<file path="src/rtl/button_debouncer.sv">
// Push-button conditioner: two-stage synchronizer, consecutive-sample
// debounce, and a press/hold state machine. It emits single-cycle press,
// release, long-press and auto-repeat ticks plus a debounced level.
// Every output is a register. No combinational path runs from btnx to any output.
module button_debouncer #(
  parameter int DebounceCycles  = 24000,
  parameter int LongPressCycles = 12000000,
  parameter int RepeatCycles    = 2400000
) (
  input  logic clk,
  input  logic async_rstx,
  input  logic btnx,
  output logic pressed,
  output logic press_tick,
  output logic release_tick,
  output logic long_tick,
  output logic repeat_tick
);

  // One width serves both counters; it is sized from the largest period.
  localparam int MaxDL     = (DebounceCycles > LongPressCycles) ? DebounceCycles : LongPressCycles;
  localparam int MaxCycles = (MaxDL > RepeatCycles) ? MaxDL : RepeatCycles;
  localparam int CntW      = $clog2(MaxCycles + 1);

  localparam logic [CntW-1:0] DebLast  = CntW'(DebounceCycles - 1);
  localparam logic [CntW-1:0] LongLast = CntW'(LongPressCycles - 1);
  localparam logic [CntW-1:0] RepLast  = CntW'((RepeatCycles > 0) ? RepeatCycles - 1 : 0);

  typedef enum logic [1:0] {
    ST_RELEASED = 2'd0,
    ST_HELD     = 2'd1,
    ST_LONG     = 2'd2
  } state_e;

  logic            sync1_q, sync2_q;
  logic            sample;
  logic [CntW-1:0] deb_cnt_q, deb_cnt_d;
  logic            deb_q, deb_d;
  state_e          state_q, state_d;
  logic [CntW-1:0] hold_cnt_q, hold_cnt_d;
  logic            pressed_d, press_tick_d, release_tick_d, long_tick_d, repeat_tick_d;

  // Bring the raw button into the clk domain. Both stages reset to released (1).
  always_ff @(posedge clk or negedge async_rstx) begin
    if (!async_rstx) begin
      sync1_q <= 1'b1;
      sync2_q <= 1'b1;
    end else begin
      sync1_q <= btnx;
      sync2_q <= sync1_q;
    end
  end

  // Active-high pushed sample.
  assign sample = ~sync2_q;

  // Debounce: count consecutive disagreeing samples and flip after DebounceCycles.
  always_comb begin
    deb_cnt_d = deb_cnt_q;
    deb_d     = deb_q;
    if (sample == deb_q) begin
      deb_cnt_d = '0;
    end else if (deb_cnt_q == DebLast) begin
      deb_d     = ~deb_q;
      deb_cnt_d = '0;
    end else begin
      deb_cnt_d = deb_cnt_q + CntW'(1);
    end
  end

  // Debounce state registers.
  always_ff @(posedge clk or negedge async_rstx) begin
    if (!async_rstx) begin
      deb_cnt_q <= '0;
      deb_q     <= 1'b0;
    end else begin
      deb_cnt_q <= deb_cnt_d;
      deb_q     <= deb_d;
    end
  end

  // Hold FSM: next state, hold counter and tick decisions. Release wins over terminal counts.
  always_comb begin
    state_d        = state_q;
    hold_cnt_d     = hold_cnt_q;
    press_tick_d   = 1'b0;
    release_tick_d = 1'b0;
    long_tick_d    = 1'b0;
    repeat_tick_d  = 1'b0;
    case (state_q)
      ST_RELEASED: begin
        if (deb_q) begin
          state_d      = ST_HELD;
          hold_cnt_d   = '0;
          press_tick_d = 1'b1;
        end
      end
      ST_HELD: begin
        if (!deb_q) begin
          state_d        = ST_RELEASED;
          hold_cnt_d     = '0;
          release_tick_d = 1'b1;
        end else if (hold_cnt_q == LongLast) begin
          state_d     = ST_LONG;
          hold_cnt_d  = '0;
          long_tick_d = 1'b1;
        end else begin
          hold_cnt_d = hold_cnt_q + CntW'(1);
        end
      end
      ST_LONG: begin
        if (!deb_q) begin
          state_d        = ST_RELEASED;
          hold_cnt_d     = '0;
          release_tick_d = 1'b1;
        end else if (RepeatCycles > 0) begin
          if (hold_cnt_q == RepLast) begin
            hold_cnt_d    = '0;
            repeat_tick_d = 1'b1;
          end else begin
            hold_cnt_d = hold_cnt_q + CntW'(1);
          end
        end
      end
      default: begin
        state_d    = ST_RELEASED;
        hold_cnt_d = '0;
      end
    endcase
    pressed_d = (state_d != ST_RELEASED);
  end

  // FSM state, hold counter and registered outputs.
  always_ff @(posedge clk or negedge async_rstx) begin
    if (!async_rstx) begin
      state_q      <= ST_RELEASED;
      hold_cnt_q   <= '0;
      pressed      <= 1'b0;
      press_tick   <= 1'b0;
      release_tick <= 1'b0;
      long_tick    <= 1'b0;
      repeat_tick  <= 1'b0;
    end else begin
      state_q      <= state_d;
      hold_cnt_q   <= hold_cnt_d;
      pressed      <= pressed_d;
      press_tick   <= press_tick_d;
      release_tick <= release_tick_d;
      long_tick    <= long_tick_d;
      repeat_tick  <= repeat_tick_d;
    end
  end

endmodule

</file>
<file path="config.mk">
export PLATFORM = sky130hd
export DESIGN_NAME = button_debouncer
export DESIGN_NICKNAME = d
export VERILOG_FILES = /design/src/rtl/button_debouncer.sv
export SDC_FILE = /design/constraint.sdc
export NUM_CORES = 1
export LEC_CHECK = 0
export CORE_MARGIN = 8
export CORE_UTILIZATION = 35
export CTS_BUF_LIST = sky130_fd_sc_hd__clkbuf_8
export CTS_CLUSTER_SIZE = 14
export DETAILED_ROUTE_END_ITERATION = 8
export GPL_TIMING_DRIVEN = 0
export SLEW_MARGIN = 10
export SYNTH_ARGS = -nofsm -noshare
export SYNTH_HDL_FRONTEND = slang
export SYNTH_SLANG_ARGS = --single-unit
</file>
<file path="constraint.sdc">
create_clock -name clk -period 2.8 [get_ports clk]
set_input_delay 0.56 -clock clk [delete_from_list [all_inputs] [get_ports clk]]
set_output_delay 0.56 -clock clk [all_outputs]
set_load 0.005 [all_outputs]
</file>
* Word level (Yosys, flattened, before mapping)
Index checks and enable logic that the tools add are counted.
Operators by class: $add $sub $neg 2, eq/ne operators 7, muxes and demuxes 23, bitwise operators 3, reduce and logical (&&, ||, !) cells 4
Operators with widths (count):
- two-way mux 24 bit | 7
- one-hot mux 24 bit (3 select lines) | 1
- adder 24 x 1 -> 24 bit, second input constant | 2
- == test 24 x 15 -> 1 bit, second input constant | 1
- == test 24 x 22 -> 1 bit, second input constant | 1
- == test 24 bit, second input constant | 1
- two-way mux 1 bit | 10
- two-way mux 2 bit | 4
- one-hot mux 2 bit (3 select lines) | 1
- NOT 1 bit | 3
- == test 2 x 1 -> 1 bit, second input constant | 1
- == test 2 bit, second input constant | 1
- logical NOT 2 bit | 1
- != test 2 bit, second input constant | 1
- AND reduction 2 bit | 1
- nonzero test 2 bit | 1
- OR reduction 2 bit | 1
- == test 1 bit | 1
Word-level totals: bits in registers 58, input port bits 3, output and inout port bits 5, word-level logic and storage cells 50

* Logic depth before layout (Yosys ltp)
Gate-level depths: netlist (run 1).
depth in word-level cells 5, mapped depth 8, gate-level depth less buffers 7

* Least setup slack after synthesis (run 1)
OpenSTA, ideal clock, no wires.
path kind register to register, start point register hold_cnt_q[0], end point register hold_cnt_q[12], setup time 124 ps, arrival 1847 ps, data required time 2676 ps, setup slack 829 ps, cell stages (with the launch flop) 8, buffers on the path 0, cells stage by stage dfrtp_1 -> ha_1 -> and4_1 -> nand3_4 -> o31ai_4 -> a21oi_2 -> and3_1 -> a211o_1
Between the ends: word-level cells in the longest chain between the ends 4
Ends and longest elaborated chain:
- from (decl) | RTL line 40 | logic [CntW-1:0] hold_cnt_q, hold_cnt_d;
- from (signal assigned) | RTL line 145 | hold_cnt_q <= hold_cnt_d;
- adder 24 x 1 -> 24 bit, or another cell as far along | RTL line 108, 121
- two-way mux 24 bit (on tied branches) | RTL line 117, 103
- two-way mux 24 bit (on tied branches) | RTL line 112, 99
- one-hot mux 24 bit (3 select lines) * | RTL line 90 | case (state_q)
Mark *: on every way between the ends. The rest lies on a longest branch, timed or not. A chain may end at the register's enable or synchronous reset.

* Worst setup path in the final report (run 1)
start point register hold_cnt_q[0], end point register hold_cnt_q[8]
Same word-level chain as after synthesis.

==> qor.csv, run 1 <==
stage,metric,value,unit
sta,fmax,421,MHz
clocking,TritonCTS Buffers,9,
die,Initial Utilization,36.1,%
sta,RSZ-0062 raised after global routing,false,
synthesis,Yosys cell types,42,
setup_path,reg2reg start,hold_cnt_q[0],
global_routing,vias in the first global route,2238,
detailed_routing,Via Count,2287,
placed_design,"worst slack, placed",0.457,ns
setup_path,reg2reg setup slack,0.42,ns
setup_path,Crit Path Category,register to register,
synthesis,"Seq/Total Area, Yosys",48.7,%
synthesis,Synth top area share,47.0,%
sta,worst hold slack,0.260,ns
clocking,Root Driver,clkbuf_8,
global_routing,largest net degree at the start of global routing,59,
clocking,Post-CTS Setup Bufs,0,
final_layout,ANT cells,0,
placed_design,number of buffers added on ports,7,
sta,Slew Limit Headroom,51.2,%
die,Die Height,108,um
detailed_routing,Vias/cell,5.23,
synthesis,mapped cell area,2980,um^2
pwr,PwrDens,540,nW/um^2
min_path,Hold WC Path Type,primary input to asynchronous set/reset pin,
clocking,Post-CTS Resized,0,
die,Die W,108,um
synthesis,Cells after Synth,309,
run,max-cap violation count,0,
synthesis,largest area contributor in the netlist,dfrtp_1,
setup_path,worst-case reg-to-reg path depth,8,
final_layout,register area,1450,um^2
detailed_routing,post-route ant nets,0,
synthesis,largest cells by area after synthesis,"dfrtp_1 (47%), xor2_1 (5.9%), nor2_1 (3.9%)",
final_layout,area grow syn2layout,15.1,%
die,io pins,8,
sta,Slew @ Worst Pin,0.732,ns
die,row count,33,
detailed_routing,drt wl/cell,14.1,um
die,CORE AREA,8260,um^2
synthesis,asr flop ratio synth,100,%
global_routing,total global-route track usage,11.5,%
sta,Final Critical Period,2.38,ns
final_layout,Fill cells,820,
synthesis,Synth Area per Inst,9.65,um^2
global_routing,initial antenna violation count,0,
synthesis,Main synth FF type,dfrtp_1,
sta,Final Slew Violations,0,
detailed_routing,initial drt markers,107,
pwr,peak supply drop,0.243,mV
synthesis,"top cells by count, synth","dfrtp_1 (56), nor2_1 (31), nand2_1 (26), nand3_1 (22), xor2_1 (20)",
setup_path,CP Max Fanout,10,
sta,endpoints failing hold,0,
pwr,LEAKAGE,0.00149,uW
synthesis,yosys warns,0,
clocking,Clock Sinks,58,
sta,Final Cycle Share,84.9,%
setup_path,Critical Path RT,3.06,ns
clocking,"Reg clk slew, reported paths",0.07,ns
final_layout,multi-input combinational cell area,1440,um^2
synthesis,syn nets,318,
clocking,Bufs on Longest Clock Path,2,
detailed_routing,TritonRoute pass-1 iters,4,
sta,setup slack after layout,0.422,ns
clocking,Hold Buf Count CTS,0,
global_routing,first-pass GRT wire length,10.6,mm
synthesis,number of flops mapped to enable cells by yosys,0,
final_layout,final net count,336,
detailed_routing,final wirelength,6.17,mm
clocking,CTS tree,built,
placed_design,GP Congestion,0.775,
final_layout,share of post-route cells with drive strength above 1,9.64,%
sta,Max Clock Skew,0.00971,ns
die,die area,11700,um^2
setup_path,Worst Setup End Kind,register,
detailed_routing,drt drc,0,
setup_path,Worst R2R End,hold_cnt_q[8],
clocking,H-tree depth,3,
clocking,Worst-Skew Late Latency,0.34,ns
global_routing,grt total ovfl,0,
setup_path,crit path DAT,2.63,ns
sta,endpoints failing setup,0,
setup_path,CP Launch Type,register,
placed_design,detailed placement HPWL,4.18,mm
synthesis,"flops & latches, synth",58,
run_status,status,completed,
synthesis,most frequent cell after synthesis,dfrtp_1,
-- per-stage QoR --
stage	cells	instance area [um^2]	setup TNS (ns)	total power, uW	util [%]
detailed placement	421	3180	0	900	38.5
global route	437	3430	0	1930	41.6
CTS	437	3430	0	1890	41.6
floorplan	309	2980	0	876	-
finish	437	3430	0	1850	41.6
global placement	421	3180	-41.80	901	38.6
-- critical path: stages (launching register included) --
cell,delay [ns]
dfrtp_1,0.42
ha_1,0.25
and4_1,0.30
nand3_4,0.13
o31ai_4,0.10
a21oi_2,0.47
buf_2,0.32
o21ai_0,0.11
a31oi_1,0.19
-- cell families after synthesis --
group,after synthesis,synth area share (%)
xor gates and xnor gates,23,6.75
buffers and inverters,22,2.98
DFF,58,48.7
AOI/OAI and AO/OA,58,12.7
muxes,2,0.671
and+or+nand+nor,140,25.7
adders and majority gates,6,2.52
-- power by group --
group          switching [uW]  internal, uW
Clock                     334           637
Sequential               5.60           844
Combinational            25.2          7.53
-- per-layer routing --
layer  vias to the layer above  track usage, %  wire length [um]
li1                       1142               -                 -
met1                      1102            14.7              2990
met2                        36            17.1              2840
met3                         7            4.76               287
met4                         0            3.91                57
met5                         -               0                 0
-- worst max path at each step --
stage | cells past startpoint | start | slack [ns] | endpoint
floorplan | 7 | hold_cnt_q[0] | 0.83 | hold_cnt_q[12]
global placement | 1 | async_rstx | -0.75 | deb_cnt_q[0]
detailed placement | 8 | hold_cnt_q[0] | 0.46 | hold_cnt_q[16]
CTS | 8 | hold_cnt_q[0] | 0.44 | hold_cnt_q[3]
global route | 8 | hold_cnt_q[0] | 0.29 | hold_cnt_q[3]
finish | 8 | hold_cnt_q[0] | 0.42 | hold_cnt_q[8]
-- placed cells by master, fill, tap and decap left out, drive strengths merged, types with 4 or more instances in the layout --
cell type	count
and4	7
nor3	7
nor4	4
clkdlybuf4s50	6
a31oi	16
a21o	4
ha	6
dfrtp	56
nand3	23
nand4	9
nor2b	4
buf	7
nand2	26
or3	4
xor2	20
clkbuf	16
inv	11
and3	11
nor2	31
o21ai	11
a21oi	19
-- registers in the layout, indices dropped and copies added, names as in the netlist --
register / count
long_tick: 1
hold_cnt_q: 24
sync2_q: 1
pressed: 1
deb_q: 1
release_tick: 1
sync1_q: 1
repeat_tick: 1
state_q: 2
press_tick: 1
deb_cnt_q: 24
-- layout make-up --
cell class / count / share of cell area [%]
sequential: 58 / 42.3
clock buffer: 11 / 4.41
multi-input combinational: 229 / 41.9
inverter: 11 / 1.20
clock inverter: 5 / 2.92
tap: 105 / 3.83
buffer: 11 / 1.38
timing repair buffer: 7 / 1.97
No activity file was read; power rests on OpenSTA's default activity.
==> run 2, diff against run 1 <==
clock period = 2.2 ns   (was 2.8 ns; I/O delays follow)
==> run 2 against run 1 <==
  * First-iteration DRC count is 11% higher
  * Final area increased by 1.1%
  * Register-to-register slack worse by 0.32 ns
  * Count of clock-buffer cells in the layout unchanged
  * Largest cell class is now multi-input gates
  * Die area did not move
==> qor.csv, run 2 (synthesis gave the netlist of run 1 again) <==
stage,metric,value,unit
run_status,status,completed,
final_layout,biggest regs,"deb_cnt_q (24), hold_cnt_q (24), state_q (2)",
die,CORE AREA,8260,um^2
global_routing,total global-route track usage,11.4,%
placed_design,number of buffers added on ports,7,
sta,endpoints failing hold,0,
detailed_routing,post-route ant nets,0,
sta,Slew Limit Headroom,50.5,%
die,row count,33,
final_layout,"leading cell types in the layout, fill and taps excluded","dfrtp_1 (56), nor2_1 (31), nand2_1 (26)",
detailed_routing,drt wl/cell,14.3,um
final_layout,ANT cells,0,
clocking,Root Driver,clkbuf_8,
clocking,Bufs on Longest Clock Path,2,
final_layout,fin util,42.0,%
setup_path,CP Max Fanout,9,
setup_path,worst-case reg-to-reg path depth,7,
detailed_routing,drt drc,0,
detailed_routing,Via Count,2291,
sta,Max Clock Skew,0.0101,ns
final_layout,share of post-route cells with drive strength above 1,11.1,%
die,Initial Utilization,36.1,%
final_layout,final net count,337,
die,die area,11700,um^2
clocking,"Reg clk slew, reported paths",0.07,ns
setup_path,reg2reg setup slack,0.10,ns
setup_path,Critical Path RT,2.48,ns
setup_path,CP Launch Type,register,
detailed_routing,final wirelength,6.24,mm
detailed_routing,Vias/cell,5.23,
global_routing,grt total ovfl,0,
final_layout,Fill cells,824,
clocking,H-tree depth,3,
setup_path,Worst Setup End Kind,register,
final_layout,multi-input combinational cell area,1460,um^2
sta,fmax,477,MHz
sta,Final Cycle Share,95.4,%
sta,TNS Setup,0,ns
global_routing,initial antenna violation count,0,
die,io pins,8,
min_path,Hold WC Path Type,primary input to asynchronous set/reset pin,
clocking,CTS tree,built,
setup_path,Worst R2R End,hold_cnt_q[21],
setup_path,reg2reg start,hold_cnt_q[0],
sta,worst hold slack,0.138,ns
placed_design,GP Congestion,0.775,
sta,Final Critical Period,2.10,ns
sta,Final Slew Violations,0,
detailed_routing,TritonRoute pass-1 iters,4,
run,max-cap violation count,0,
pwr,PwrDens,680,nW/um^2
setup_path,crit path DAT,2.38,ns
sta,endpoints failing setup,0,
global_routing,vias in the first global route,2234,
die,Die Height,108,um
clocking,Clock Sinks,58,
detailed_routing,initial drt markers,119,
sta,Slew @ Worst Pin,0.742,ns
pwr,LEAKAGE,0.00150,uW
final_layout,register area,1450,um^2
die,Die W,108,um
global_routing,largest net degree at the start of global routing,59,
sta,setup slack after layout,0.102,ns
placed_design,detailed placement HPWL,4.18,mm
global_routing,first-pass GRT wire length,10.6,mm
pwr,peak supply drop,0.311,mV
clocking,TritonCTS Buffers,9,
setup_path,Crit Path Category,register to register,
clocking,Worst-Skew Late Latency,0.34,ns
placed_design,"worst slack, placed",-0.143,ns
final_layout,"most common cell after layout, fill and taps aside",dfrtp_1,
final_layout,area grow syn2layout,16.4,%
pwr,Total Power,2360,uW
==> run 2: worst max-delay path, cell delays in order, from the launching register on <==
cell and delay [ns]:
dfrtp_1 0.42, ha_1 0.25, and4_4 0.23, nand3_4 0.10, o31ai_4 0.09, a21o_2 0.30, or4_1 0.53, nand3_1 0.10
==> run 2: stage by stage <==
stage / instances / cell area (um^2)
after global routing: 438 / 3470
after global placement: 421 / 3180
after CTS: 437 / 3450
after floorplan: 309 / 2980
after detailed placement: 421 / 3180
final: 438 / 3470
==> run 2: where the power goes <==
part / switching [uW] / leakage, uW / internal [uW]
Clock: 425 / 0.000129 / 810
Sequential: 7.31 / 0.000801 / 1070
Combinational: 32.2 / 0.000568 / 10.1
==> run 2: final cells by class <==
cell class,instances,area share (%)
Buffer,10,1.55
Clock buffer,11,4.36
Clock inverter,5,2.88
Inverter,11,1.19
Multi-Input combinational cell,229,42.0
Sequential cell,58,41.9
Tap cell,105,3.79
Timing Repair Buffer,9,2.38
==> run 2: per-layer routing <==
layer / GRT usage [%] / up-vias / part of all wire [%] / wire length, um
li1: - / 1146 / - / -
met1: 14.6 / 1103 / 49 / 3090
met2: 17.1 / 34 / 45 / 2830
met3: 4.70 / 8 / 4.1 / 259
met4: 3.91 / 0 / 1.1 / 70
met5: 0 / - / 0 / 0
==> run 2: worst max-delay path by stage <==
stage / end / start
floorplan: hold_cnt_q[12] / hold_cnt_q[0]
global placement: deb_cnt_q[0] / async_rstx
detailed placement: hold_cnt_q[16] / hold_cnt_q[0]
CTS: hold_cnt_q[3] / hold_cnt_q[0]
global route: hold_cnt_q[14] / hold_cnt_q[0]
finish: hold_cnt_q[21] / hold_cnt_q[0]
==> run 2: repair_timing <==
action	in CTS	in global routing
endpoints found under the hold margin	0	0
endpoints found under the setup margin	24	42
pin swaps	1	2
setup buffers	0	2
resized for setup	4	5
hold buffers	0	0
